==> config.mk <==
export PLATFORM = sky130hd
export DESIGN_NAME = if_prefetch_unit
export DESIGN_NICKNAME = d
export VERILOG_FILES = /design/src/rtl/if_prefetch_unit.sv
export SDC_FILE = /design/constraint.sdc
export NUM_CORES = 1
export LEC_CHECK = 0
export CAP_MARGIN = 25
export CORE_UTILIZATION = 58
export DETAILED_ROUTE_END_ITERATION = 12
export PLACE_DENSITY = 0.85
export SYNTH_ARGS = -nofsm -noshare
export SYNTH_HDL_FRONTEND = slang
export SYNTH_SLANG_ARGS = --single-unit
export TNS_END_PERCENT = 30
==> constraint.sdc <==
create_clock -name clock -period 4.5 [get_ports clock]
set_input_delay 1.125 -clock clock [delete_from_list [all_inputs] [get_ports clock]]
set_output_delay 1.125 -clock clock [all_outputs]
set_load 0.02 [all_outputs]
==> src/rtl/if_prefetch_unit.sv <==
// Instruction-fetch front end: issues in-order fetches under a credit limit,
// buffers returned instructions with their PC and restarts cleanly on redirect.
module if_prefetch_unit #(
  parameter int          PC_W     = 9,
  parameter int          INS_W    = 32,
  parameter int          DEPTH    = 4,
  parameter logic [31:0] RESET_PC = 32'h0
) (
  input  logic             clock,
  input  logic             reset,
  input  logic             redirect_valid,
  input  logic [31:0]      redirect_pc,
  output logic             imem_req_valid,
  input  logic             imem_req_ready,
  output logic [PC_W-1:0]  imem_req_addr,
  input  logic             imem_resp_valid,
  input  logic [INS_W-1:0] imem_resp_insn,
  output logic             out_valid,
  input  logic             out_ready,
  output logic [31:0]      out_pc,
  output logic [INS_W-1:0] out_insn
);

  localparam int AW = $clog2(DEPTH);
  localparam int CW = AW + 1;
  localparam logic [CW:0] DEPTH_C = (CW+1)'(DEPTH);

  typedef enum logic {RUN, FLUSH} state_e;

  state_e          state_q, state_d;
  logic [31:0]     fetch_pc_q, fetch_pc_d;
  logic [CW-1:0]   outstanding_q, outstanding_d;
  logic [CW-1:0]   discard_q, discard_d;
  logic [CW-1:0]   count_q, count_d;
  logic [AW-1:0]   wr_ptr_q, wr_ptr_d, rd_ptr_q, rd_ptr_d;
  logic [AW-1:0]   tag_wr_q, tag_wr_d, tag_rd_q, tag_rd_d;

  logic [31:0]      tag_mem  [DEPTH];
  logic [31:0]      pc_mem   [DEPTH];
  logic [INS_W-1:0] insn_mem [DEPTH];

  logic        discarding;
  logic        req_fire, push, pop;
  logic [CW:0] credit_used;

  // Credits count buffered entries plus live (non-discarded) requests in flight.
  assign credit_used    = {1'b0, count_q} + {1'b0, outstanding_q} - {1'b0, discard_q};
  assign imem_req_valid = !reset && !redirect_valid && (credit_used < DEPTH_C);
  assign imem_req_addr  = fetch_pc_q[PC_W-1:0];
  assign req_fire       = imem_req_valid && imem_req_ready;

  assign out_valid = (count_q != '0);
  assign out_pc    = out_valid ? pc_mem[rd_ptr_q]   : '0;
  assign out_insn  = out_valid ? insn_mem[rd_ptr_q] : '0;

  assign push = imem_resp_valid && !discarding && !redirect_valid;
  assign pop  = out_valid && out_ready && !redirect_valid;

  always_ff @(posedge clock) begin
    if (reset) state_q <= RUN;
    else       state_q <= state_d;
  end

  always_comb begin
    state_d = (discard_d != '0) ? FLUSH : RUN;
  end

  always_comb begin
    discarding = (state_q == FLUSH);
  end

  always_comb begin
    fetch_pc_d    = fetch_pc_q;
    outstanding_d = outstanding_q;
    discard_d     = discard_q;
    count_d       = count_q;
    wr_ptr_d      = wr_ptr_q;
    rd_ptr_d      = rd_ptr_q;
    tag_wr_d      = tag_wr_q;
    tag_rd_d      = tag_rd_q;
    if (redirect_valid) begin
      // Every request still in flight after this cycle belongs to the old path.
      fetch_pc_d    = redirect_pc;
      outstanding_d = outstanding_q - CW'(imem_resp_valid);
      discard_d     = outstanding_q - CW'(imem_resp_valid);
      count_d       = '0;
      wr_ptr_d      = '0;
      rd_ptr_d      = '0;
      tag_wr_d      = '0;
      tag_rd_d      = '0;
    end else begin
      outstanding_d = outstanding_q + CW'(req_fire) - CW'(imem_resp_valid);
      count_d       = count_q + CW'(push) - CW'(pop);
      if (req_fire) begin
        fetch_pc_d = fetch_pc_q + 32'd4;
        tag_wr_d   = tag_wr_q + 1'b1;
      end
      if (imem_resp_valid && discarding) discard_d = discard_q - 1'b1;
      if (push) begin
        wr_ptr_d = wr_ptr_q + 1'b1;
        tag_rd_d = tag_rd_q + 1'b1;
      end
      if (pop) rd_ptr_d = rd_ptr_q + 1'b1;
    end
  end

  always_ff @(posedge clock) begin
    if (reset) begin
      fetch_pc_q    <= RESET_PC;
      outstanding_q <= '0;
      discard_q     <= '0;
      count_q       <= '0;
      wr_ptr_q      <= '0;
      rd_ptr_q      <= '0;
      tag_wr_q      <= '0;
      tag_rd_q      <= '0;
    end else begin
      fetch_pc_q    <= fetch_pc_d;
      outstanding_q <= outstanding_d;
      discard_q     <= discard_d;
      count_q       <= count_d;
      wr_ptr_q      <= wr_ptr_d;
      rd_ptr_q      <= rd_ptr_d;
      tag_wr_q      <= tag_wr_d;
      tag_rd_q      <= tag_rd_d;
      assert (!(push && !pop && (count_q == CW'(DEPTH))));
    end
  end

  // Storage arrays carry no reset; validity is tracked by the pointers and count.
  always_ff @(posedge clock) begin
    if (req_fire) tag_mem[tag_wr_q] <= fetch_pc_q;
    if (push) begin
      pc_mem[wr_ptr_q]   <= tag_mem[tag_rd_q];
      insn_mem[wr_ptr_q] <= imem_resp_insn;
    end
  end

endmodule

==> metrics.md <==
| Metric | Value |
|---|---|
| Status | `finished clean` |
| Final Cell Area | `20,860 um2` |
| Sw power | `approximately 0.0019 W` |
| Critical R2R Capture | `outstanding_q[2]` |
| Most common cell after layout, fill and taps aside | `edfxtp_1` |
| Placed insts | `1,463` |
| Synth warn | `0` |
| Latest clock arrival within the worst-skew pair | `0.53 ns` |
| Via count | `9,225` |
| Slowest CP cell | `clkdlybuf4s50_1` |
| Row cnt | `63` |
| Worst-Margin Slew | `0.8743 ns` |
| Port Buf Inserts | `144` |
| Final-stage net count | `about 1,200` |
| Post-synth EDFFs | `384` |
| Internal Pwr Total | `a little under 0.007 W` |
| Gp weighted congestion | `0.8817` |
| PwrDens | `415.6 nW/um2` |
| Crit path cell chain | `inv_1 -> fa_1 -> inv_1 -> ha_1 -> nand3b_1 -> a211o_1 -> and2_1 -> nor2_1 -> clkdlybuf4s50_1` |
| Detailed Route WL | `34,920 um` |
| Comb power frac | `0.077` |
| Layout cell share with drive strength beyond 1 | `0.1729` |
| Largest net degree at the start of global routing | `67` |
| Global-route wire length before repair | `53,840 um` |
| Worst Skew | `about 0.015 ns` |
| Post-route ant nets | `0` |
| Distinct cells, synth | `54` |
| RSZ-0062 raised after global routing | `false` |
| Post-DP HPWL | `20,540 um` |
| Die W | `between 150 and 200 um` |
| Max incr delay on CP | `0.63 ns` |
| Diode count | `0` |
| Reg-to-reg slack, setup | `0.72 ns` |
| Reg power frac | `0.534` |
| Die Height | `176.1 um` |
| R2r startpoint | `outstanding_q[1]` |
| Mapped Area | `about 18,000 um2` |
| Gr ovfl total | `0` |
| Clk pin slew, worst setup/hold paths | `~0.060 ns` |
| Clk pwr share | `0.389` |
| Clock tree root driver cell | `clkbuf_16` |
| Post-DR wirelength/cell | `approximately 23 um` |
| Worst setup EP type | `output pin` |
| Min cycle time layout | `4.308 ns` |
| DRC viols | `0` |
| Initial antenna violation count | `1` |
| Syn nets | `roughly 1,100` |
| Sw frac | `0.2169` |
| Worst VDD drop | `~0.0003 V` |
| DP Area | `~20,000 um2` |
| Die area | `31,000 um2` |
| Leak Pwr | `6.643 nW` |
| Final Cycle Share | `0.9574` |
| Vias in the first global route | `approximately 9,500` |
| Mapped Cells | `965` |
| First-pass iteration count of the detailed router | `8` |
| Crit path DAT | `roughly 3.2 ns` |
| CTS Buf Count | `43` |
| Most frequent CP cell | `inv_1` |
| CTS Sinks | `roughly 440` |
| Sum Neg Setup Slack | `0 ns` |
| Kind of cell adding the most delay to the critical path | `adder cells` |
| Synthesized area per cell | `18.21 um2` |
| Top_reg_cell synth | `edfxtp_1` |
| Reg2Reg Depth | `17` |
| Worst min-delay path class | `register to register` |
| Ys async rst share | `0` |
| Initial drt markers | `873` |
| Worst Setup Start Kind | `register` |
| CTS tree | `built` |
| Required time of the critical path | `3.38 ns` |
| Number of synthesized register bits | `438` |
| Slew HR | `0.4171` |
| Layout area overhead | `18.70%` |
| Register area share after synthesis | `0.7176` |
| Max-Cap Viols | `0` |
| Post-CTS Setup Repair Bufs | `0` |
| Fmax | `~0.23 GHz` |
| Hold buffer count at CTS | `0` |
| CP Launch Point | `outstanding_q[1]` |
| Kind of critical path | `register to output pin` |
| Slew Viols, Final | `0` |
| Core Region | `29,720 um2` |
| Area of the multi-input gates | `4583 um2` |
| Most frequent cells in the layout | `edfxtp_1, clkdlybuf4s50_1, mux4_2` |
| Io pins | `145` |
| Final non-filler cell total | `around 1,500` |
| Reg area | `12,620 um2` |
| Max Buffers Root-to-Sink | `3` |
| H-tree depth | `2` |
| # fillers | `1,781` |
| Crit path to | `imem_req_valid` |
| Post_cts resized | `0` |
| Worst Path Buf+Inv | `3` |
| Setup violators final | `0` |
| Final hold vios | `0` |
| Starting Density | `0.5914` |
| Via density | `roughly 6` |
| Largest fanout on the critical path | `5` |
| Critical path depth in cells | `9` |
| GRT Resource Usage Total | `0.2311` |
-- registers in the layout, summed over array words and instances, names as in the netlist, named ones only --
register       count
fetch_pc_q        32
discarding         1
wr_ptr_q           2
tag_wr_q           2
tag_rd_q           2
rd_ptr_q           2
pc_mem           128
count_q            3
insn_mem         128
outstanding_q      3
discard_q          3
tag_mem          128
-- how the worst min path moves through the flow --
| stage | from | endpoint | slack [ns] | cells after the start |
|---|---|---|---|---|
| 2_1_floorplan | fetch_pc_q[0] | tag_mem[0][0] | 0.48 | 0 |
| 6_report | fetch_pc_q[15] | tag_mem[0][15] | 0.56 | 0 |
| 3_3_place_gp | tag_rd_q[1] | register | 0.50 | 2 |
| 4_1_cts | fetch_pc_q[15] | tag_mem[2][15] | 0.54 | 0 |
| 3_5_place_dp | tag_rd_q[0] | tag_rd_q[0] | 0.53 | 2 |
| 5_1_grt | fetch_pc_q[15] | tag_mem[2][15] | 0.57 | 0 |
-- area by class of cell --
class / instances / area share
multi-input combinational: 441 / 0.2197
tap: 390 / 0.02339
clock buffer: 56 / 0.05440
inverter: 25 / 0.004499
sequential: 438 / 0.6050
timing repair buffer: 170 / 0.08421
clock inverter: 21 / 0.008817
-- metal layers --
metal / track usage / vias to the layer above / wire [um]
met5: 0 / - / 0
met4: 0.06884 / 0 / 815
met3: 0.03575 / 68 / 2404
met2: 0.3893 / 416 / 17670
met1: 0.3140 / 4638 / 14030
li1: - / 4103 / -
-- through the flow --
stage          hold WS (ns)  total power [W]  worst slack, ns    util
2_1_floorplan        0.4823         0.005092           0.6121       -
3_3_place_gp         0.5017         0.005343           0.7401  0.6566
3_5_place_dp         0.5341         0.005369           0.7144  0.6566
4_1_cts              0.5400         0.008712           0.1815  0.7010
5_1_grt              0.5747         0.008939          0.05489  0.7019
6_report             0.5559         0.008670           0.1916  0.7019
-- worst reg2reg max path, delay by kind of cell (launching register included) --
family,cells,cell delay (ns)
AO/OA/AOI/OAI,3,0.72
XOR/XNOR,2,0.31
adder cells (fa/ha/maj),5,1.64
buffers and inverters,4,0.42
flip-flops,1,0.34
AND/OR/NAND/NOR,3,0.23
-- power groups by stage --
stage	Combinational [W]	Sequential (W)	Clock, W
floorplan	0.000422	0.00467	0
global placement	0.000645	0.00470	0
detailed placement	0.000660	0.00471	0
CTS	0.000667	0.00463	0.00342
global route	0.000727	0.00464	0.00358
finish	0.000670	0.00463	0.00337
-- synthesized netlist by cell type (all sizes together), types with 12 or more instances --
cell / instances / area (um2)
a211oi: 23 / 172.7
a21oi: 17 / 85.08
and2: 70 / 437.9
and3: 12 / 75.07
buf: 27 / 163.9
clkbuf: 34 / 127.6
dfxtp: 54 / 1081
edfxtp: 384 / 11530
ha: 19 / 237.7
inv: 25 / 93.84
mux4: 96 / 2162
nand2: 27 / 101.4
nor2: 50 / 187.7
xnor2: 31 / 271.5
-- kinds of logic (layout without fill, tap and decap cells) --
family | count (synthesis) | count (layout) | synth area share
AND/OR/NAND/NOR | 209 | 209 | 0.06586
adder cells (fa/ha/maj) | 23 | 23 | 0.01808
buffers and inverters | 86 | 272 | 0.02193
XOR/XNOR | 34 | 34 | 0.01694
multiplexers | 99 | 99 | 0.1247
AO/OA/AOI/OAI | 76 | 76 | 0.03481
flip-flops | 438 | 438 | 0.7176
No activity file was read; power rests on OpenSTA's default activity.
